--- src/rtl/graphite_pkg.sv ---
// graphite_pkg: shared types and widths for the graphite VRAM path.
//   arb_state_t  - arbiter FSM state encoding.
//   VRAM_*_W     - default VRAM address/data/mask widths (ARGB4444 words).
//   idx_width()  - width of an index into n items, never less than 1 bit.
package graphite_pkg;

  typedef enum logic [1:0] {
    ARB_IDLE,
    ARB_BUSY,
    ARB_GAP
  } arb_state_t;

  localparam int VRAM_ADDR_W = 16;
  localparam int VRAM_DATA_W = 16;
  localparam int VRAM_MASK_W = 4;

  function automatic int idx_width(input int n);
    return (n > 1) ? $clog2(n) : 1;
  endfunction

endpackage

--- src/rtl/rr_picker.sv ---
// rr_picker: combinational round-robin selector.
// Ports:
//   req      in  N    request vector.
//   last     in  IW   index granted most recently; search starts just above it.
//   grant    out IW   first requesting index at last+1, last+2, ... (mod N).
//   any_req  out 1    at least one request is high.
// grant is only meaningful while any_req is high.
module rr_picker
  import graphite_pkg::*;
#(
  parameter  int N  = 2,
  localparam int IW = idx_width(N)
) (
  input  logic [N-1:0]  req,
  input  logic [IW-1:0] last,
  output logic [IW-1:0] grant,
  output logic          any_req
);

  logic [IW-1:0] idx;
  logic          found;

  // Offsets run 1..N so that last itself is tried only after every other
  // requester; a lone requester therefore still wins.
  always_comb begin
    grant = '0;
    found = 1'b0;
    idx   = '0;
    for (int k = 1; k <= N; k++) begin
      idx = IW'((int'(last) + k) % N);
      if (!found && req[idx]) begin
        grant = idx;
        found = 1'b1;
      end
    end
  end

  assign any_req = |req;

endmodule

--- src/rtl/vram_arbiter.sv ---
// vram_arbiter: shares one VRAM port between NUM_REQ requesters
// (index 0 = rasterizer) with round-robin arbitration and bounded bursts.
// Ports:
//   clk, reset_i          clock, asynchronous active-high reset.
//   req_sel_i/req_wr_i    per-requester request and write flag.
//   req_mask_i/addr/data  packed per-requester mask, address, write data.
//   req_ack_o             one-cycle completion pulse to the granted requester.
//   req_rdata_o           read data, valid while req_ack_o is high.
//   vram_sel_o .. vram_data_out_o   registered downstream request.
//   vram_data_in_i/vram_ack_i       downstream read data and completion.
//
// state    | meaning
// ---------+--------------------------------------------------------------
// ARB_IDLE | no transaction; arbitrate, a burst starts fresh here
// ARB_BUSY | vram_* held stable, waiting for vram_ack_i
// ARB_GAP  | one idle cycle after an ack; arbitrate, burst may continue
module vram_arbiter
  import graphite_pkg::*;
#(
  parameter int NUM_REQ    = 2,
  parameter int ADDR_WIDTH = VRAM_ADDR_W,
  parameter int DATA_WIDTH = VRAM_DATA_W,
  parameter int MASK_WIDTH = VRAM_MASK_W,
  parameter int BURST_MAX  = 8
) (
  input  logic                          clk,
  input  logic                          reset_i,
  input  logic [NUM_REQ-1:0]            req_sel_i,
  input  logic [NUM_REQ-1:0]            req_wr_i,
  input  logic [NUM_REQ*MASK_WIDTH-1:0] req_mask_i,
  input  logic [NUM_REQ*ADDR_WIDTH-1:0] req_addr_i,
  input  logic [NUM_REQ*DATA_WIDTH-1:0] req_data_i,
  output logic [NUM_REQ-1:0]            req_ack_o,
  output logic [DATA_WIDTH-1:0]         req_rdata_o,
  output logic                          vram_sel_o,
  output logic                          vram_wr_o,
  output logic [MASK_WIDTH-1:0]         vram_mask_o,
  output logic [ADDR_WIDTH-1:0]         vram_addr_o,
  output logic [DATA_WIDTH-1:0]         vram_data_out_o,
  input  logic [DATA_WIDTH-1:0]         vram_data_in_i,
  input  logic                          vram_ack_i
);

  localparam int IW = idx_width(NUM_REQ);
  localparam int BW = idx_width(BURST_MAX);
  localparam logic [IW-1:0] LAST_RESET = IW'(NUM_REQ - 1);
  localparam logic [BW-1:0] BURST_LAST = BW'(BURST_MAX - 1);

  arb_state_t state, state_nxt;

  // last_grant is also the owner of the transaction in flight during BUSY.
  logic [IW-1:0] last_grant;
  logic [IW-1:0] grant_nxt;
  logic [IW-1:0] rr_grant;
  logic [BW-1:0] burst_cnt, burst_nxt;
  logic          any_req;
  logic          take;
  logic          done;

  logic                  sel_wr;
  logic [MASK_WIDTH-1:0] sel_mask;
  logic [ADDR_WIDTH-1:0] sel_addr;
  logic [DATA_WIDTH-1:0] sel_data;

  rr_picker #(
    .N(NUM_REQ)
  ) u_rr_picker (
    .req     (req_sel_i),
    .last    (last_grant),
    .grant   (rr_grant),
    .any_req (any_req)
  );

  always_ff @(posedge clk or posedge reset_i) begin
    if (reset_i) begin
      state      <= ARB_IDLE;
      last_grant <= LAST_RESET;
      burst_cnt  <= '0;
    end else begin
      state     <= state_nxt;
      burst_cnt <= burst_nxt;
      if (take) begin
        last_grant <= grant_nxt;
      end
    end
  end

  // Arbitration out of IDLE always starts a new burst with a pure round-robin
  // pick: bursts only chain across back-to-back transactions (GAP). This is
  // what lets requester 0 win the first tie after reset. Once a burst is used
  // up and nobody else is asking, rr_grant comes back to last_grant and
  // burst_cnt stays saturated, so the first competing request switches over.
  always_comb begin
    state_nxt = state;
    grant_nxt = rr_grant;
    burst_nxt = burst_cnt;
    take      = 1'b0;
    done      = 1'b0;
    case (state)
      ARB_IDLE: begin
        if (any_req) begin
          take      = 1'b1;
          burst_nxt = '0;
          state_nxt = ARB_BUSY;
        end
      end
      ARB_BUSY: begin
        if (vram_ack_i) begin
          done      = 1'b1;
          state_nxt = ARB_GAP;
        end
      end
      ARB_GAP: begin
        if (any_req) begin
          take      = 1'b1;
          state_nxt = ARB_BUSY;
          if (req_sel_i[last_grant] && (burst_cnt < BURST_LAST)) begin
            grant_nxt = last_grant;
            burst_nxt = burst_cnt + 1'b1;
          end else if (rr_grant != last_grant) begin
            burst_nxt = '0;
          end
        end else begin
          state_nxt = ARB_IDLE;
        end
      end
      default: state_nxt = ARB_IDLE;
    endcase
  end

  always_comb begin
    sel_wr   = 1'b0;
    sel_mask = '0;
    sel_addr = '0;
    sel_data = '0;
    for (int i = 0; i < NUM_REQ; i++) begin
      if (grant_nxt == IW'(i)) begin
        sel_wr   = req_wr_i[i];
        sel_mask = req_mask_i[i*MASK_WIDTH +: MASK_WIDTH];
        sel_addr = req_addr_i[i*ADDR_WIDTH +: ADDR_WIDTH];
        sel_data = req_data_i[i*DATA_WIDTH +: DATA_WIDTH];
      end
    end
  end

  // Mask/addr/data are left as-is after the ack; only sel and wr are dropped.
  always_ff @(posedge clk or posedge reset_i) begin
    if (reset_i) begin
      vram_sel_o      <= 1'b0;
      vram_wr_o       <= 1'b0;
      vram_mask_o     <= '0;
      vram_addr_o     <= '0;
      vram_data_out_o <= '0;
    end else if (take) begin
      vram_sel_o      <= 1'b1;
      vram_wr_o       <= sel_wr;
      vram_mask_o     <= sel_mask;
      vram_addr_o     <= sel_addr;
      vram_data_out_o <= sel_data;
    end else if (done) begin
      vram_sel_o <= 1'b0;
      vram_wr_o  <= 1'b0;
    end
  end

  always_comb begin
    req_ack_o = '0;
    if ((state == ARB_BUSY) && vram_ack_i) begin
      req_ack_o[last_grant] = 1'b1;
    end
  end

  assign req_rdata_o = vram_data_in_i;

endmodule

--- config.mk ---
export PLATFORM = sky130hd
export DESIGN_NAME = vram_arbiter
export DESIGN_NICKNAME = d
export VERILOG_FILES = /design/src/rtl/graphite_pkg.sv /design/src/rtl/rr_picker.sv /design/src/rtl/vram_arbiter.sv
export SDC_FILE = /design/constraint.sdc
export NUM_CORES = 1
export LEC_CHECK = 0
export ABC_AREA = 1
export CORE_ASPECT_RATIO = 2
export CORE_MARGIN = 3
export CORE_UTILIZATION = 25
export CTS_CLUSTER_SIZE = 14
export DETAILED_ROUTE_END_ITERATION = 10
export HOLD_SLACK_MARGIN = 0.06
export SYNTH_ARGS = -nofsm -noshare
export SYNTH_HDL_FRONTEND = slang
export SYNTH_SLANG_ARGS = --single-unit
--- constraint.sdc ---
create_clock -name clk -period 4.41 [get_ports clk]
set_input_delay 1.323 -clock clk [delete_from_list [all_inputs] [get_ports clk]]
set_output_delay 1.323 -clock clk [all_outputs]
set_load 0.01 [all_outputs]
## Yosys cells after proc, flatten, opt, wreduce, memory -nomap -nowiden

Index checks and enable logic that the tools add are counted.
W data, S select, Z words.

- Output and inout bits: 56
- Flip-flop bits (word level): 44

- Add/subtract/negate cells: 3
- Equality and inequality tests: 7
- $lt $le $gt $ge: 5
- Muxes and demuxes: 35
- Reduce and logical (&&, ||, !) cells: 12

Operator list:

| operator | count |
|---|---|
| $mux W16 | 2 |
| $mux W1 | 22 |
| $mux W3 | 4 |
| $lt A1 B2 Y1 const B | 3 |
| $mux W2 | 3 |
| $ne A2 B2 Y1 const B | 3 |
| $pmux W2 S3 | 1 |
| $pmux W3 S2 | 1 |
| $logic_and A1 B1 Y1 | 4 |
| $mux W4 | 1 |
| $reduce_and A4 Y1 | 1 |
| $reduce_bool A2 Y1 | 2 |
| $reduce_or A2 Y1 | 2 |
| $add A3 B1 Y3 const B | 1 |
| $lt A3 B3 Y1 const B | 1 |
| $ne A3 B3 Y1 const B | 1 |
| $add A1 B1 Y1 const B | 2 |
| $eq A2 B1 Y1 const B | 1 |
| $eq A2 B2 Y1 const B | 1 |
| $logic_not A2 Y1 | 1 |
| $reduce_and A2 Y1 | 1 |
| $demux W1 S1 | 1 |
| $ge A1 B1 Y1 const B | 1 |
| $logic_not A1 Y1 | 1 |
| $ne A1 B1 Y1 | 1 |

## Longest topological paths before layout

Gate-level depths: netlist (run 1).

- Depth in word-level cells: 12
- Depth in mapped cells: 10

## Modules after synthesis

A second synthesis (run 1) with hierarchy kept.

- Cells, all modules: 383
- Area, all modules: 2656.3 µm²

By module, submodules not included:

| module | times used | area each (µm²) | seq. area each (µm²) | cells an instance |
|---|---|---|---|---|
| vram_arbiter | 1 | 2641.3 | 1102.3 | 380 |
| rr_picker | 1 | 15.0 | 0.0 | 3 |

## Least setup slack after synthesis (run 1)

No wires, ideal clock.

- Kind: input port to output port
- Start point: input port vram_ack_i
- End point: output port req_ack_o[0]
- Arrival time: 1.643 ns
- Data required time: 3.087 ns
- Path buffers: 0
- Slack: 1.444 ns
- Stages: 2
- Cells stage by stage: nand3_1 -> nor2_1

- Longest elaborated chain between the ends: 2

RTL lines:

| element | line | source |
|---|---|---|
| start: declaration | vram_arbiter.sv:41 | `input logic vram_ack_i` |
| $logic_and A1 B1 Y1 | vram_arbiter.sv:168 | `if ((state == ARB_BUSY) && vram_ack_i) begin` |
| $mux W2 | vram_arbiter.sv:168 |  |
| end: declaration | vram_arbiter.sv:33 | `output logic [NUM_REQ-1:0] req_ack_o,` |

No other way between the ends.

## Worst setup path after layout (run 1)

- Start point: input port vram_ack_i
- End point: output port req_ack_o[1]

Same word-level chain as after synthesis.

==> out/results.txt, run 1 <==
The height of the die is 154 um, and the highest achievable clock rate is 251 MHz. Each instance of the synthesized netlist takes up on average 7.01 um2. 151 I/O pins were placed. The part of the Yosys area used for sequential elements is 0.404, and the worst IR drop on VDD is 257 uV.

Setup repair after global routing left no endpoint under its margin. The warning count from the yosys run was 0. The count of standard-cell rows is 53.

At the placement stage, the worst setup path has a slack of 0.420 ns. The logs give 0 for the number of antenna violations at the first check in global routing and 0 for the remaining design rule violation count. The startpoint type of the worst setup path was an input pin. The worst path meets setup with 0.422 ns of slack. Clock latency on the worst-skew pair, taken at its later pin, is 0.28 ns. At the end of the flow, the number of nets in the layout was 575. Setup violations remaining at the end of the flow were counted as 0. The clock tree synthesis step divided the H-tree into 2 levels. The worst hold path belongs to the class flop to flop. At the pin with the least slew margin, the transition time is 0.943 ns. The type of the worst setup path was input pin to primary output.

Global-route wire length before repair: 13.3 mm. Across the run, the number of max-cap violations was 0. The tools report the clock tree skew after final layout as 0.00223 ns.

Buffers placed on the I/O ports in this run total 118. For the number of global-route vias before repair, the log shows 2769. The library cell used most frequently in the layout, excluding fill and tap cells, is sky130_fd_sc_hd__nand2_1.

In this run the deepest clock path goes through 2 buffers. Yosys attributes the largest share of cell area to sky130_fd_sc_hd__dfrtp_1 39%, sky130_fd_sc_hd__nand2_1 17%, sky130_fd_sc_hd__inv_1 11%, sky130_fd_sc_hd__nand4_1 8.7%, sky130_fd_sc_hd__nand3_1 8.1%. The run finished with clean final reports. For the worst setup path, the data arrival time is 2.67 ns.

The portion of synthesized cell area occupied by the leading cell type is 0.395, and the number of violations reported at the end of detailed-routing iteration 0 is 152. The tools report the final hold violation count as 0. The logs give 0.370 for the worst relative slew slack and 44 for the TritonCTS sink count. Data on the critical path is required at its endpoint by 3.09 ns. Mean number of vias per cell: 4.52. The number of buffers created by CTS is 5, and the total inserted antenna cells is 0.

The core region is 0.0106 mm2. For the number of library cell types mapped by synthesis, the log shows 20. Layout cell share with drive strength beyond 1: 0.0418.

The area of the mapped netlist is 0.00273 mm2, and the count of cells resized by post-cts repair is 0. The number of hold buffers added after CTS was 0. The tools report the maximum number of pins on one net before global-route repair as 45. The total overflow left after global routing is 0. The x dimension of the die was 79.8 um; the vias after detailed routing was 2784. In the layout the commonest cells are 127 x sky130_fd_sc_hd__nand2_1, 117 x sky130_fd_sc_hd__clkdlybuf4s50_1, 81 x sky130_fd_sc_hd__inv_1.

For the post-detailed-placement half-perimeter wirelength, the log shows 6.03 mm. The tree is rooted in a sky130_fd_sc_hd__clkbuf_16. The maximum fanout along the worst path was 5; the total global routing track utilization was 0.138. Routability-driven placement finished with a final weighted congestion of 0.791. The sum of negative setup slack is 0 ns, and the clock transition at the registers of the reported paths is 0.06 ns.

The cell count after synthesis came out at 389. The final routed wire length divided by cell count is 13.7 um. The starting density of the core was 0.257. The power density over the cells came out at 539 mW/mm2.

TritonCTS built the clock tree. The analysis attributes to cell leakage a power of 2.08 nW. The dominant cell type by area after synthesis was sky130_fd_sc_hd__dfrtp_1. The synthesized design contains 44 register bits. Area enclosed by the die boundary: 0.0123 mm2. The routed wire length came out at 8.43 mm.

In this run the remaining antenna-violating nets after routing total 0. STA classifies the critical path endpoint as a primary output. For this run, the detailed router's first-pass iteration total came to 4. The number of nets in the synthesized netlist is 485. The synthesis-to-layout area growth is 45.5%. For the post-CTS setup buffer count, the log shows 0. The count of final max-slew check failures is 0. After layout, the minimum clock period comes to 3.99 ns. The part of the cycle the worst path needs was 0.904.
==> cell type report <==
type,instances,area [um2]
clock buffer,6,129
inverter,83,312
timing repair buffer,123,1210
fill,1179,6650
sequential,44,1100
tap,137,171
multi-input combinational,222,1030
clock inverter,1,5.00
==> critical path: stages <==
cell                              delay [ns]
sky130_fd_sc_hd__clkdlybuf4s50_1        0.47
sky130_fd_sc_hd__nand3_1                0.17
sky130_fd_sc_hd__nor2_1                 0.14
sky130_fd_sc_hd__clkdlybuf4s50_1        0.56
==> where the power goes <==
part / switching (mW) / total [mW] / internal, mW / leakage [nW]
Combinational: 0.543 / 1.06 / 0.520 / 1.48
Sequential: 0.122 / 0.720 / 0.598 / 0.535
Clock: 0.147 / 0.353 / 0.206 / 0.0667
Total: 0.812 / 2.14 / 1.32 / 2.08
==> through the flow <==
stage                     cells  power [mW]  instance area (um2)  hold slack [ns]   util
final                       616        2.14                 3970            0.480  0.374
after global routing        616        2.30                 3970            0.499  0.374
after CTS                   616        2.18                 3970            0.481  0.374
after detailed placement    609        1.80                 3830            0.465  0.361
after global placement      609        1.78                 3830            0.464  0.361
after floorplan             389        1.25                 2730            0.468      -
==> final timing paths <==
| check | to | cells after the start | slack, ns | from |
|---|---|---|---|---|
| worst max-delay path | req_ack_o[1] | 4 | 0.42 | vram_ack_i |
| worst max register to register | vram_mask_o[2]$_DFFE_PP0P_ | 7 | 2.47 | state[0]$_DFFE_PP0P_ |
| worst min-delay path | vram_data_out_o[12]$_DFFE_PP0P_ | 2 | 0.48 | vram_data_out_o[12]$_DFFE_PP0P_ |
| max in group asynchronous | vram_data_out_o[0]$_DFFE_PP0P_ | 2 | 2.23 | reset_i |
| worst min register to register | vram_data_out_o[12]$_DFFE_PP0P_ | 2 | 0.48 | vram_data_out_o[12]$_DFFE_PP0P_ |
| min in group asynchronous | vram_data_out_o[15]$_DFFE_PP0P_ | 2 | 1.58 | reset_i |
==> per-layer routing <==
| layer | vias to the layer above | routed length [um] | track usage |
|---|---|---|---|
| met2 | 98 | 4850 | 0.272 |
| met1 | 1309 | 2980 | 0.138 |
| met5 | - | 0 | 0 |
| li1 | 1359 | - | - |
| met3 | 18 | 387 | 0.0170 |
| met4 | 0 | 217 | 0.0580 |
==> state kept, by name (all words and copies together) (netlist names) <==
| name | cells |
|---|---|
| state | 2 |
| vram_sel_o | 1 |
| burst_cnt | 3 |
| vram_mask_o | 4 |
| vram_data_out_o | 16 |
| vram_addr_o | 16 |
| last_grant | 1 |
| vram_wr_o | 1 |
==> cell usage after synthesis (all sizes together) <==
cell type,n
nand2,127
inv,83
nand3,45
dfrtp,43
nand4,38
buf,34
clkbuf,6
o21ai,5
nor2,4
a21oi,1
dfstp,1
ha,1
or2,1
==> cells by family after synthesis <==
logic type      synth area share
compound gates            0.0124
fa+ha+maj                0.00459
buf+inv                    0.221
flops                      0.405
simple gates               0.357
No activity file was read; power rests on OpenSTA's default activity.
==> run 2: changes to the inputs <==
--- a/config.mk
+++ b/config.mk
@@ -12,6 +12,7 @@
 export CTS_CLUSTER_SIZE = 14
 export DETAILED_ROUTE_END_ITERATION = 10
 export HOLD_SLACK_MARGIN = 0.06
+export MAX_ROUTING_LAYER = met4
 export SYNTH_ARGS = -nofsm -noshare
 export SYNTH_HDL_FRONTEND = slang
 export SYNTH_SLANG_ARGS = --single-unit
==> run 2 against run 1 <==
Compared with the run above:
- clock-buffer cell count is the same
- cell area is the same
- register-to-register slack is essentially flat
- global-route usage grew 0.41 points
- worst hold slack is essentially flat
- routed wire length grew 0.33%
- total power is essentially flat
- largest cell class unchanged
- largest power group unchanged
==> out/results.txt, run 2 (synthesized netlist as in run 1, its figures left out) <==
The sequential cell fraction of total power is 0.337. The run finished with clean final reports. The largest registers in the layout are vram_addr_o: 16 flops, vram_data_out_o: 16 flops, vram_mask_o: 4 flops.

The x dimension of the die was 79.8 um; the sum of negative setup slack was 0 ns. Using the TritonRoute via totals, the vias-per-cell ratio works out to 4.53. The total iterations of the first detailed-routing run came out at 4.

For the clock tree skew after final layout, the log shows 0.00221 ns. The total inserted antenna cells was 0. STA puts the critical path data required time at 3.09 ns. For the arrival time at the worst endpoint, the log shows 2.67 ns. Setup violations remaining at the end of the flow were counted as 0. Routability-driven placement finished with a final weighted congestion of 0.802. The total global routing track utilization is 0.142. The tool flagged a number of max-cap violations equal to 0.

The count of placed standard cells including taps was 609. The count of input and output buffers is 118. The tools report the worst IR drop on VDD as 257 uV.

For the worst flop-to-flop path, the logic depth is 7. For the final hold violation count, the log shows 0. The part of the cycle the worst path needs was 0.904.

The routed design has 8.46 mm of wire. Final routed wire length divided by cell count: 13.7 um. The count of cells resized by post-cts repair came out at 0. The endpoint identified for the worst register-to-register timing path is vram_mask_o[2]$_DFFE_PP0P_.

Static timing analysis puts the maximum clock frequency at 251 MHz. The cell sitting at the root of the clock tree is a sky130_fd_sc_hd__clkbuf_16. The TritonCTS sink count came out at 44. Entering global routing, the biggest net connects 45 pins.

The tools report the number of antenna violations at the first check in global routing as 0. STA classifies the critical path startpoint as an input pin. The type of the worst setup path is input pin to primary output. For this design the ratio of total power to cell area is 539 mW/mm2. The worst hold path belongs to the class flop to flop.

Setup repair after global routing left no endpoint under its margin. The power share of the combinational group is 0.498, and the number of violations reported at the end of detailed-routing iteration 0 is 153. TritonCTS built the clock tree. The proportion of total power due to net switching is 0.381, and the number of top-level pins is 151.

The floorplan has 53 rows. Sum of overflow across all layers after global routing: 0. Remaining design rule violation count: 0. Counting the fill cells in the layout gives 1179. The leakage component of the power is 2.08 nW. The number of cells on the worst hold path is 2. The clock period minus final worst setup slack works out to 3.99 ns. The vias after detailed routing came out at 2789. The synthesis-to-layout area growth was 45.5%; the post-detailed-placement half-perimeter wirelength was 6.03 mm.

The count of cells in the finished layout, fillers not included, comes to 616. Clock group share of total power: 0.165. In this run the deepest clock path goes through 2 buffers. The number of global-route vias before repair is 2765, and the setup slack of the worst register-to-register path is 2.47 ns. The endpoint of the worst hold-timing path is vram_data_out_o[12]$_DFFE_PP0P_. The type of destination of the critical path was a primary output.

In this run the remaining antenna-violating nets after routing total 0. The area enclosed by the die boundary is 0.0123 mm2. The tools report the count of H-tree levels built during CTS as 2. The number of buffers created by CTS is 5. The worst-skew pair later-pin latency was 0.28 ns. The starting density of the core was 0.257; the count of final max-slew check failures was 0.

The logs give 0.372 for the worst relative slew slack and 0 for the post-CTS setup buffer count. After the last flow step, the layout net total stands at 575. In this run the critical register-to-register path is launched from state[0]$_DFFE_PP0P_.

The floorplan step set the die height to 154 um. Placeable core region: 0.0106 mm2. The library cell used most frequently in the layout, excluding fill and tap cells, is sky130_fd_sc_hd__nand2_1. At the pin with the least slew margin, the transition time is 0.941 ns. For this design the total switching power over the nets is 814 uW. The worst hold path begins at vram_data_out_o[12]$_DFFE_PP0P_.

The number of hold buffers added after CTS came out at 0. The maximum fanout along the worst path came out at 5. The top cell types in the final layout, fill and taps aside, are 127 x sky130_fd_sc_hd__nand2_1, 117 x sky130_fd_sc_hd__clkdlybuf4s50_1, 81 x sky130_fd_sc_hd__inv_1. After clock tree synthesis, the clock-pin slew on the worst setup and hold paths is 0.06 ns. The layout cell share with drive strength beyond 1 was 0.0418; the internal portion of total power was 1.32 mW. The tools report the global-route wire length before repair as 13.3 mm.
-- run 2: cell counts in the layout (fill, tap and decap cells not counted) --
No cell type changed its count.
-- run 2: per-layer routing --
metal / global-route usage / part of all wire / vias up
li1: - / - / 1358
met1: 0.140 / 0.36 / 1311
met2: 0.272 / 0.57 / 102
met3: 0.0158 / 0.045 / 18
met4: 0.0580 / 0.026 / 0
met5: - / 0 / -
-- run 2: critical path, cell delays in order --
cell and delay (ns):
sky130_fd_sc_hd__clkdlybuf4s50_1 0.47, sky130_fd_sc_hd__nand3_1 0.17, sky130_fd_sc_hd__nor2_1 0.14, sky130_fd_sc_hd__clkdlybuf4s50_1 0.56
-- run 2: metrics by stage --
stage	instance area, um2	setup WS, ns	hold WS, ns	utilization	total power [mW]
detailed placement	3830	0.420	0.465	0.361	1.80
global route	3970	0.338	0.499	0.374	2.31
floorplan	2730	1.44	0.468	-	1.25
global placement	3830	0.457	0.464	0.361	1.78
finish	3970	0.422	0.480	0.374	2.14
CTS	3970	0.419	0.481	0.374	2.18
-- run 2: layout make-up --
cell class,instances,area [um2],area share
clock buffers,6,129,0.0325
clock inverters,1,5.00,0.00126
inverters,83,312,0.0786
multi-input cells,222,1030,0.260
flip-flops and latches,44,1100,0.278
well taps,137,171,0.0432
repair buffers,123,1210,0.306
-- run 2: power by group through the flow --
stage               clock network [mW]  registers [mW]  logic (mW)
floorplan                            0           0.791       0.460
global placement                     0           0.719        1.06
detailed placement                   0           0.721        1.08
CTS                              0.371           0.721        1.09
global route                     0.386           0.746        1.17
finish                           0.354           0.720        1.06
-- run 2: worst max-delay path by stage --
stage,endpoint,start
after floorplan,req_ack_o[0],vram_ack_i
after global placement,req_ack_o[0],vram_ack_i
after detailed placement,req_ack_o[1],vram_ack_i
after CTS,req_ack_o[1],vram_ack_i
after global routing,req_ack_o[0],vram_ack_i
final,req_ack_o[1],vram_ack_i
==> run 3: changes to the inputs <==
--- a/config.mk
+++ b/config.mk
@@ -6,11 +6,11 @@
 export NUM_CORES = 1
 export LEC_CHECK = 0
 export ABC_AREA = 1
-export CORE_ASPECT_RATIO = 2
 export CORE_MARGIN = 3
 export CORE_UTILIZATION = 25
 export CTS_CLUSTER_SIZE = 14
 export DETAILED_ROUTE_END_ITERATION = 10
+export DONT_BUFFER_PORTS = 1
 export HOLD_SLACK_MARGIN = 0.06
 export MAX_ROUTING_LAYER = met4
 export SYNTH_ARGS = -nofsm -noshare
==> run 3 against run 2 <==
Compared with the run above:
- clock-buffer cell count is 1 higher
- first-iteration DRC count is 25% lower
- sequential cell count stayed put
- clock power is 24% lower
- largest cell class is now sequential cells
==> out/results.txt, run 3 (synthesized netlist as in run 1, its figures left out) <==
Number of antenna violations at the first check in global routing: 0. Count of input and output buffers: 0. Across the run, the number of max-cap violations was 0.

The clock transition at the registers of the reported paths works out to 0.08 ns. The run gives 0 as the total of endpoints with negative setup slack in the final report. The tools report the post-detailed-placement half-perimeter wirelength as 4.97 mm. Data on the critical path is required at its endpoint by 3.09 ns.

Class of the most critical hold timing path: flop to flop. The flow ran to the end, and the final reports show no timing, DRC or antenna violations. For this run, design rule violations remaining after detail routing come to 0. The startpoint identified for the worst hold timing path is burst_cnt[1]$_DFFE_PP0P_.

Walking the worst path, the cells encountered are nand3_1 > nor2_1. Setup repair after global routing left no endpoint under its margin. The worst hold path passes through 2 cells. The kind of cell with the highest combined delay on the critical path was simple AND/OR/NAND/NOR gates.

The met3 layer usage reported by global route is 0.0340, and the maximum number of pins on one net before global-route repair is 45. The floorplan has 37 rows. For the met1 routing resource usage after global routing, the log shows 0.149.

Once layout is complete, the cells apart from fillers number 497. The run gives 0.193 as the met2 capacity usage during global routing. The number of setup buffers added after CTS is 0. The logs give 0.260 for the starting density of the core and 7.32 mm for the routed wire length.

The run gives 2277 as the number of global-route vias before repair. Commonest non-fill, non-tap cell in the layout: sky130_fd_sc_hd__nand2_1. Across all layers, the routed design uses 2358 vias. The synthesis-to-layout area growth works out to 0.551%. The number of gates resized after CTS was 0. The pre-CTS setup slack came out at 1.36 ns.

Counting every sink on the clock net gives 44. Setup slack closes at 1.36 ns. The worst hold slack was 0.521 ns; the count of final max-slew check failures was 0. The floorplan step set the die height to 110 um. Summed over all cells, the static leakage comes to 1.59 nW. Subtracting the final worst setup slack from the clock period gives 3.05 ns. The power density over the cells is 595 mW/mm2. The x dimension of the die was 110 um. The run gives 1.63 mW as the total power draw.

The number of buffers and inverters on the critical path is 0. At the end of the flow, the number of nets in the layout was 456. The worst IR drop on VDD came out at 182 uV. The final design utilization was 0.262; the maximum cell stage delay along the critical path was 0.26 ns. The logs give 1.73 ns for the arrival time at the worst endpoint and 5 for the total iterations of the first detailed-routing run. TritonCTS built the clock tree. Once detail routing completed, the nets flagged for antenna violations numbered 0. The layout cell share with drive strength beyond 1 came out at 0.0526. The logs give 0 ns for the sum of negative setup slack and 489 for the count of placed standard cells including taps. The largest registers in the layout are vram_addr_o: 16 flops, vram_data_out_o: 16 flops, vram_mask_o: 4 flops. The clock passes through at most 2 buffers. For this block, the initial DRC count from the detailed router was 114.

Based on the critical path, the design can be clocked at up to 328 MHz. For the final hold violation count, the log shows 0. The repair_antennas step left the layout with diodes totalling 0. The tools report the endpoint of the worst hold-timing path as burst_cnt[1]$_DFFE_PP0P_. The placeable core region was 0.0105 mm2; the actual transition at the worst max-transition pin was 0.954 ns.

In this run the critical register-to-register path is captured at vram_wr_o$_DFFE_PP0P_. Of all nets on the critical path, the largest fanout is 5. Leaving out fill and tap cells, the most frequent cells in the layout are 127 x sky130_fd_sc_hd__nand2_1, 81 x sky130_fd_sc_hd__inv_1, 43 x sky130_fd_sc_hd__nand3_1, 43 x sky130_fd_sc_hd__dfrtp_1, 38 x sky130_fd_sc_hd__nand4_1. Worst reg2reg path startpoint: state[0]$_DFFE_PP0P_.

The cell at the slowest stage of the critical path is sky130_fd_sc_hd__nor2_1. The worst register-to-register path has a depth of 7. The worst setup path is captured at a primary output. The finished cells cover 0.00274 mm2. Summing all placed instances gives a cell area of 0.00265 mm2.

The global-route wire length before repair is 11.9 mm. In the routed layout, each cell is associated on average with a via count of 4.74. Clock latency on the worst-skew pair, taken at its later pin, is 0.29 ns. The logs give 0.0122 mm2 for the area enclosed by the die boundary and 0.120 for the total global routing track utilization.

Number of top-level pins: 151. The H-tree was split into 2 levels. CTS placed an instance of sky130_fd_sc_hd__clkbuf_8 at the clock tree root. In the final routed layout, each cell accounts on average for 14.7 um. Across the routed clock network, the largest skew measured is 0.00824 ns.

met2 is the most crowded layer. The part of the cycle the worst path needs was 0.692; the sum of overflow across all layers after global routing was 0. The congestion estimate from routability-driven global placement came to 0.795. For the worst relative slew slack, the log shows 0.363.

The critical path in this run is classified as input pin to primary output. STA classifies the critical path startpoint as an input pin. Setup slack on the worst reg-to-reg path comes out at 2.44 ns. The number of hold buffers added after CTS came out at 0. The number of buffers created by CTS was 5.
[run 3: cell count changes in the layout (fill, tap and decap cells not counted), sizes merged]
cell,previous run,this run
clkdlybuf4s50,117,0
buf,6,4
clkbuf,6,7
clkinv,1,0
clkinvlp,0,1
[run 3: layout make-up]
cell class              instances  area (um2)
clock buffers                   7        86.3
clock inverters                 1        7.51
fillers                      1208        7720
inverters                      83         312
multi-input cells             222        1030
flip-flops and latches         44        1100
well taps                     136         170
repair buffers                  4        30.0
[run 3: worst max path at each step]
stage / startpoint / to / slack, ns / cells after the start
floorplan: vram_ack_i / req_ack_o[0] / 1.44 / 2
global placement: vram_ack_i / req_ack_o[1] / 1.40 / 2
detailed placement: vram_ack_i / req_ack_o[0] / 1.36 / 2
CTS: vram_ack_i / req_ack_o[0] / 1.36 / 2
global route: vram_ack_i / req_ack_o[1] / 1.31 / 2
finish: vram_ack_i / req_ack_o[0] / 1.36 / 2
[run 3: power breakdown]
part | total (mW) | internal (mW) | switching [mW]
registers | 0.845 | 0.596 | 0.249
logic | 0.519 | 0.171 | 0.347
clock network | 0.268 | 0.128 | 0.140
[run 3: worst reg2reg max path, cell delays in order (launching register included)]
cell and delay (ns):
sky130_fd_sc_hd__dfrtp_1 0.47, sky130_fd_sc_hd__nor2_4 0.20, sky130_fd_sc_hd__nand2_1 0.07, sky130_fd_sc_hd__nand2_1 0.09, sky130_fd_sc_hd__nand3_2 0.64, sky130_fd_sc_hd__nand2_1 0.25, sky130_fd_sc_hd__nand3_1 0.12, sky130_fd_sc_hd__nand2_1 0.08
[run 3: per-layer routing]
metal / wire length, um / share of wire
met5: 0 / 0
met4: 85 / 0.012
met3: 491 / 0.067
met2: 3440 / 0.47
met1: 3300 / 0.45
